--- src/rtl/matrix_op_sequencer.sv ---
// Sequences a 5x5 matrix op: loads operand pairs from memory, runs the external ALU, stores the result block.
// done asserts 2*N_ELEM+MEM_RD_LAT+ALU_WAIT edges after the accepted start; abort returns to IDLE on the next edge.
module matrix_op_sequencer #(
    parameter int N_ELEM     = 25,
    parameter int RES_BASE   = 25,
    parameter int MEM_RD_LAT = 2,
    parameter int ALU_WAIT   = 70
) (
    input  logic                  clk,
    input  logic                  reset,
    input  logic                  start,
    input  logic                  abort,
    input  logic [2:0]            op_code,
    output logic                  busy,
    output logic                  done,
    output logic                  ovf_flag,
    output logic [2:0]            state_dbg,
    output logic [6:0]            mem_addr,
    output logic                  mem_wren,
    output logic [15:0]           mem_wdata,
    input  logic [15:0]           mem_rdata,
    output logic [2:0]            alu_op,
    output logic [8*N_ELEM-1:0]   alu_a,
    output logic [8*N_ELEM-1:0]   alu_b,
    output logic                  alu_start,
    input  logic [8*N_ELEM-1:0]   alu_result,
    input  logic                  alu_overflow
);

    typedef enum logic [2:0] {
        S_IDLE  = 3'd0,
        S_LOAD  = 3'd1,
        S_WAIT  = 3'd2,
        S_STORE = 3'd3,
        S_DONE  = 3'd4
    } state_t;

    localparam logic [7:0] LOAD_LAST  = 8'(N_ELEM + MEM_RD_LAT - 1);
    localparam logic [7:0] WAIT_LAST  = 8'(ALU_WAIT - 1);
    localparam logic [7:0] STORE_LAST = 8'(N_ELEM - 1);
    localparam logic [7:0] N_ELEM8    = 8'(N_ELEM);
    localparam logic [7:0] RD_LAT8    = 8'(MEM_RD_LAT);
    localparam logic [6:0] RES_BASE7  = 7'(RES_BASE);

    state_t                 r_state;
    state_t                 w_next;
    logic [7:0]             r_cnt;
    logic [7:0]             w_cnt_nxt;
    logic [2:0]             r_op;
    logic                   r_ovf;
    logic [8*N_ELEM-1:0]    r_a;
    logic [8*N_ELEM-1:0]    r_b;
    logic [8*N_ELEM-1:0]    r_res;
    logic [7:0]             w_ld_idx;
    logic [7:0]             w_res_elem;

    always_comb begin
        w_next = r_state;
        case (r_state)
            S_IDLE:  if (start && !abort)       w_next = S_LOAD;
            S_LOAD:  if (r_cnt == LOAD_LAST)    w_next = S_WAIT;
            S_WAIT:  if (r_cnt == WAIT_LAST)    w_next = S_STORE;
            S_STORE: if (r_cnt == STORE_LAST)   w_next = S_DONE;
            S_DONE:                             w_next = S_IDLE;
            default:                            w_next = S_IDLE;
        endcase
        if (r_state != S_IDLE && abort) begin
            w_next = S_IDLE;
        end
        // One counter serves every phase; it restarts on each state change.
        w_cnt_nxt = (w_next != r_state || r_state == S_IDLE) ? 8'd0 : r_cnt + 8'd1;
    end

    assign w_ld_idx = r_cnt - RD_LAT8;

    always_comb begin
        w_res_elem = 8'd0;
        for (int k = 0; k < N_ELEM; k++) begin
            if (r_cnt == 8'(k)) begin
                w_res_elem = r_res[8*k +: 8];
            end
        end
    end

    always_ff @(posedge clk) begin
        if (!reset) begin
            r_state <= S_IDLE;
            r_cnt   <= 8'd0;
            r_op    <= 3'd0;
            r_ovf   <= 1'b0;
            r_a     <= '0;
            r_b     <= '0;
            r_res   <= '0;
        end else begin
            r_state <= w_next;
            r_cnt   <= w_cnt_nxt;
            if (r_state == S_IDLE && w_next == S_LOAD) begin
                r_op  <= op_code;
                r_ovf <= 1'b0;
            end
            // Read data lags the issued address by MEM_RD_LAT cycles.
            if (r_state == S_LOAD && r_cnt >= RD_LAT8) begin
                for (int k = 0; k < N_ELEM; k++) begin
                    if (w_ld_idx == 8'(k)) begin
                        r_a[8*k +: 8] <= mem_rdata[7:0];
                        r_b[8*k +: 8] <= mem_rdata[15:8];
                    end
                end
            end
            if (r_state == S_WAIT && r_cnt == WAIT_LAST && !abort) begin
                r_res <= alu_result;
                if (alu_overflow) begin
                    r_ovf <= 1'b1;
                end
            end
        end
    end

    always_comb begin
        busy      = (r_state != S_IDLE);
        done      = (r_state == S_DONE) && !abort;
        alu_start = (r_state == S_WAIT) && (r_cnt == 8'd0) && !abort;
        mem_addr  = 7'd0;
        mem_wren  = 1'b0;
        mem_wdata = 16'd0;
        if (r_state == S_LOAD && r_cnt < N_ELEM8) begin
            mem_addr = r_cnt[6:0];
        end
        // An abort in STORE suppresses the write of the current element.
        if (r_state == S_STORE && !abort) begin
            mem_wren  = 1'b1;
            mem_addr  = RES_BASE7 + r_cnt[6:0];
            mem_wdata = {8'h00, w_res_elem};
        end
    end

    assign state_dbg = r_state;
    assign alu_op    = r_op;
    assign alu_a     = r_a;
    assign alu_b     = r_b;
    assign ovf_flag  = r_ovf;

endmodule
--- config.mk ---
export PLATFORM = sky130hd
export DESIGN_NAME = matrix_op_sequencer
export DESIGN_NICKNAME = d
export VERILOG_FILES = /design/src/rtl/matrix_op_sequencer.sv
export SDC_FILE = /design/constraint.sdc
export NUM_CORES = 1
export LEC_CHECK = 0
export ABC_AREA = 0
export CAP_MARGIN = 20
export CORE_MARGIN = 3
export CORE_UTILIZATION = 40
export CTS_CLUSTER_DIAMETER = 60
export DETAILED_ROUTE_END_ITERATION = 7
export PLACE_DENSITY = 0.67
export SETUP_SLACK_MARGIN = 0.1
export SYNTH_ARGS = -nofsm -noshare
export SYNTH_HDL_FRONTEND = slang
export SYNTH_SLANG_ARGS = --single-unit
--- constraint.sdc ---
create_clock -name clk -period 3.8 [get_ports clk]
set_input_delay 0.57 -clock clk [delete_from_list [all_inputs] [get_ports clk]]
set_output_delay 0.57 -clock clk [all_outputs]
set_load 0.02 [all_outputs]
Word level (Yosys, flattened, before mapping)
Index checks and enable logic that the tools add are counted.
{"block": "op_classes", "muxes": 38, "magnitude_cmp": 2, "eq_ne": 56, "n_reduce_logical": 43, "addsub": 3, "bitwise": 1}
{"cell": "$mux 8", "n": 26}
{"cell": "$eq 8x5->1 const B", "n": 19}
{"cell": "$eq 8x4->1 const B", "n": 16}
{"cell": "$eq 8x3->1 const B", "n": 8}
{"cell": "$reduce_and 2->1", "n": 25}
{"cell": "$eq 8x2->1 const B", "n": 4}
{"cell": "$eq 8x1->1 const B", "n": 2}
{"cell": "$logic_not 8->1", "n": 2}
{"cell": "$mux 3", "n": 5}
{"cell": "$mux 7", "n": 2}
{"cell": "$pmux 3 s4", "n": 1}
{"cell": "$logic_and 1x1->1", "n": 11}
{"cell": "$add 8x1->8 const B", "n": 1}
{"cell": "$eq 8x7->1 const B", "n": 1}
{"cell": "$ge 8x2->1 const B", "n": 1}
{"cell": "$lt 8x5->1 const B", "n": 1}
{"cell": "$sub 8x2->8 const B", "n": 1}
{"cell": "$add 5x7->7 const A", "n": 1}
{"cell": "$eq 3x1->1 const B", "n": 2}
{"cell": "$eq 3x2->1 const B", "n": 2}
{"cell": "$mux 1", "n": 4}
{"cell": "$eq 3x3->1 const B", "n": 1}
{"cell": "$logic_not 3->1", "n": 1}
{"cell": "$ne 3x3->1", "n": 1}
{"cell": "5 further kinds", "n": 5}
{"block": "word_totals", "input_bits": 224, "register_bits": 615, "elab_cells": 198}

Logic depth before layout (Yosys ltp)
{"block": "depth", "word_depth": 27, "mapped_depth": 11, "mapped_depth_nobuf": 8}

Worst setup path after synthesis
Ideal clock, no wire load.
{"block": "synth_path", "path_type": "register to output", "from": "register r_cnt[1]", "to": "output mem_wdata[5]", "slack_ps": 612, "path_stages_with_launch": 10, "n_path_buf": 3, "arrival_time_ps": 2618, "cell_sequence": "dfxtp_1 > inv_1 > ha_1 > buf_1 > clkbuf_1 > clkbuf_1 > o311ai_0 > a31oi_1 > a211oi_1 > nor3_1"}
{"block": "synth_via", "elab_chain_len": 27, "elab_cells_between_ends": 51, "cone_classes": "eq/ne: 24; mux: 26; reduce/logical: 1"}
{"item": "start, declared", "line_no": "47", "text": "logic [7:0] r_cnt;"}
{"item": "start signal, assigned", "line_no": "96", "text": "r_cnt <= w_cnt_nxt;"}
{"item": "$logic_not 8->1", "line_no": "79", "text": "if (r_cnt == 8'(k)) begin"}
{"item": "$mux 8 (24 in a row)", "line_no": "79"}
{"item": "$mux 8 (*)", "line_no": "79"}
{"item": "$mux 8 (*)", "line_no": "130", "text": "if (r_state == S_STORE && !abort) begin"}
{"item": "end, declared", "line_no": "20", "text": "output logic [15:0] mem_wdata,"}
Every way passes the cells marked *; elsewhere a longest branch is shown, timed or not.

Worst setup path in the final report
{"block": "layout_path", "from": "register r_cnt[5]", "to": "output mem_wdata[7]"}
Same word-level chain as after synthesis.

==> summary.txt <==
Die
  • Die area: 70,800 sq um
  • Initial Util: 40.7%
  • Die height: 266 um
  • Ports: 658
  • Die width: 266 um
  • Core ar.: 66,500 sq um
  • # rows: 94

Global routing
  • GRT Total Usage: 30.1%
  • Largest net degree at the start of global routing: 303
  • Gr ovfl total: 0
  • Vias in the first global route: 23,500
  • Antenna violations before repair: 0
  • Global-route wire length before repair: 160,000 um

Final layout
  • Final nets: 3,677
  • Area delta synth->final: 38.0%
  • # fillers: 5,721
  • Post-route cell area: 37,300 sq um
  • Inserted Diodes: 0
  • Layout cells sized above 1: 10.7%
  • Final Non-Filler Cells: 4,364
  • Final core utilization: 56.2%

Power
  • Pwr per Cell Area: 367 nW/um^2
  • Worst vdd ir: 0.343 mV
  • Total power: 13.7 mW
  • P_leak: 12.4 nW

STA
  • Worst hold margin: 0.274 ns
  • Final Slew Violations: 150
  • Tcrit/Tclk final: 97.3%
  • Slew HR: -9.56%
  • Fin. Hold Viols: 0
  • Final TNS setup: 0 ns
  • Final worst slack: 0.104 ns
  • RSZ-0062 raised after global routing: true
  • Slew @ Worst Pin: 1.64 ns
  • Clock Skew: 0.0349 ns
  • Setup Viol. Count Final: 0
  • Fmax: 271 MHz
  • Period minus WS final: 3.70 ns

Drt
  • Vias: 23,000
  • Vias per inst: 5.27
  • Drt drc: 0
  • WL per Instance: 25.3 um
  • DR iter-0 viols: 1,663
  • Remaining antenna violation count after routing: 0
  • Drt pass-1 iters: 6
  • Total Wirelength: 110,000 um

Critical path
  • Critical-path maximum fanout: 12
  • R2R Setup Slk: 0.48 ns
  • Critical Path RT: 3.23 ns
  • CP Launch Type: register
  • Kind of critical path: reg -> out
  • Critical path arrival: 3.13 ns
  • Crit path capture type: primary output
  • FF-to-FF End: alu_a[101]$_SDFFE_PN0P_
  • Reg2reg path depth: 9
  • Reg2reg start: r_cnt[2]$_SDFF_PP0_

Run status
  • Failing checks: slew limit
  • Run status: finished with violations

Placement
  • Placed Cells: 4,215
  • DP Wirelength: 80,900 um
  • Dpl ws: -0.113 ns
  • Placed cell area: 34,500 sq um
  • GPL Wtd Cong: 0.964
  • Port-buffer cells: 649

Logic synthesis
  • Post-synth EDFFs: 0
  • Largest cells by area after synthesis: dfxtp_1, mux2i_1, nor2b_1, nand2_1, a21boi_0
  • Yosys reg bits: 615
  • Post-Syn Area: 27,100 sq um
  • Cell variety after synth: 94
  • Mapped Avg Cell Area: 9.64 sq um
  • Seq/Total Area, Yosys: 45.5%
  • Ys Warns: 0
  • Adder-Cell Fraction of Synth Area: 0.324%
  • Commonest register cell after synthesis: dfxtp_1
  • Post-Synthesis Cells: 2,808
  • Asr flop ratio synth: 0%
  • Largest family of logic cells by synthesized area: simple AND/OR/NAND/NOR gates
  • Synth Area in Compound Gates: 11.3%
  • Area leader, netlist: dfxtp_1
  • Mux contribution to synthesized area: 15.0%
  • Yosys top cell area share: 45.5%
  • Synth Area in Simple Gates: 22.6%
  • XOR/XNOR Fraction of Synth Area: 0.425%

Job
  • Max Cap Viol: 0

Clock network
  • CTS root buf: clkbuf_16
  • Reg clk slew, reported paths: 0.06 ns
  • Clock Latency Late Sink: 0.64 ns
  • H-tree depth: 3
  • Inserted Clock Buffers: 71
  • CTS tree: built
  • Clock tree buffer depth: 3
  • Num Clock Sinks: 615
  • Hold Buf Count CTS: 0

Hold path
  • Hold Path Class: in -> reg
  • Hold endpoint: r_res[154]$_SDFFE_PN0P_
  • Hold Crit Start: reset
  • Hold path depth: 2
-- layout by cell type, fill, tap and decap left out, drive strengths merged, types with 33 or more instances in the layout --
| cell type | instances |
|---|---|
| a21boi | 200 |
| buf | 159 |
| clkbuf | 107 |
| clkdlybuf4s50 | 637 |
| dfxtp | 615 |
| mux2i | 404 |
| nand2 | 458 |
| nand3 | 33 |
| nor2 | 73 |
| nor2b | 410 |
| nor3 | 44 |
| o21ai | 41 |
-- where the power goes --
part	leakage (nW)	switching [mW]	internal, mW	total (mW)
Combinational	6.38	0.277	0.348	0.625
Sequential	4.95	0.00199	6.45	6.45
Clock	1.10	2.87	3.76	6.63
-- metal layers --
metal	vias up	track usage [%]	wire length [um]
li1	10800	-	-
met1	11300	36.8	45600
met2	742	51.5	53400
met3	197	7.43	6820
met4	0	10.8	4610
met5	-	0	0
-- cell type report --
| type | instances | area (sq um) | share of cell area, % |
|---|---|---|---|
| sequential | 615 | 12300 | 33.0 |
| tap | 864 | 1080 | 2.89 |
| clock buffer | 106 | 2030 | 5.43 |
| timing repair buffer | 801 | 7870 | 21.1 |
| clock inverter | 21 | 230 | 0.616 |
| multi-input combinational | 1942 | 13800 | 36.8 |
| inverter | 15 | 58.8 | 0.157 |
-- worst max-delay path by stage --
stage / cells after the start / slack (ns) / start / endpoint
finish: 9 / 0.10 / r_cnt[5]$_SDFF_PP0_ / mem_wdata[7]
floorplan: 9 / 0.61 / r_cnt[1]$_SDFF_PP0_ / mem_wdata[5]
detailed placement: 10 / -0.11 / abort / mem_wdata[3]
global placement: 10 / -0.14 / abort / mem_wdata[3]
global route: 9 / -0.006 / r_cnt[5]$_SDFF_PP0_ / mem_wdata[7]
CTS: 9 / 0.05 / r_cnt[5]$_SDFF_PP0_ / mem_wdata[7]
-- kinds of logic after synthesis --
group,after synthesis
AO/OA/AOI/OAI,409
XOR/XNOR,11
adder cells (fa/ha/maj),7
buffers and inverters,258
flip-flops,615
multiplexers,405
other,1
AND/OR/NAND/NOR,1102
-- state kept, by name, summed over array words and instances, names as in the netlist --
signal and flops:
alu_a 200, alu_b 200, r_res 200, r_cnt 8
alu_op 3, state_dbg 3, ovf_flag 1
-- critical path, cell delays in order (launching register included) --
cell and delay (ns):
dfxtp_4 0.37, or4_4 0.56, buf_12 0.18, o31a_1 0.24, o21ai_1 0.13, a21oi_1 0.06, buf_4 0.14, o211ai_1 0.38
a41oi_2 0.22, buf_4 0.21
-- Yosys cell counts (5+ instances only) --
cell	number
nand3b_1	6
a21o_1	5
nor2b_1	410
nor2_1	49
and3_1	7
buf_2	43
buf_1	12
xnor2_1	5
nand2b_1	12
buf_6	22
nand2_1	455
a21oi_1	30
nor4_1	7
ha_1	7
inv_1	11
buf_4	10
dfxtp_1	615
clkbuf_1	148
o221ai_1	6
nor2_8	21
a21boi_0	200
a32oi_1	5
xor2_1	5
mux2i_1	404
a211oi_1	13
o211ai_1	11
nand4_1	17
a221oi_1	8
nand3_1	33
and4_1	5
a31oi_1	14
o21ai_0	39
o31ai_1	6
nor3_1	35
o22ai_1	6
a22oi_1	9
nor3_2	5
-- repair_timing --
| action | CTS | global route |
|---|---|---|
| gates resized for setup | 80 | 43 |
| endpoints found under the setup margin | 10 | 11 |
| setup buffers | 8 | 12 |
| pin swaps | 12 | 17 |
| cloned | 1 | 1 |
Power figures use the tool's default switching activity.
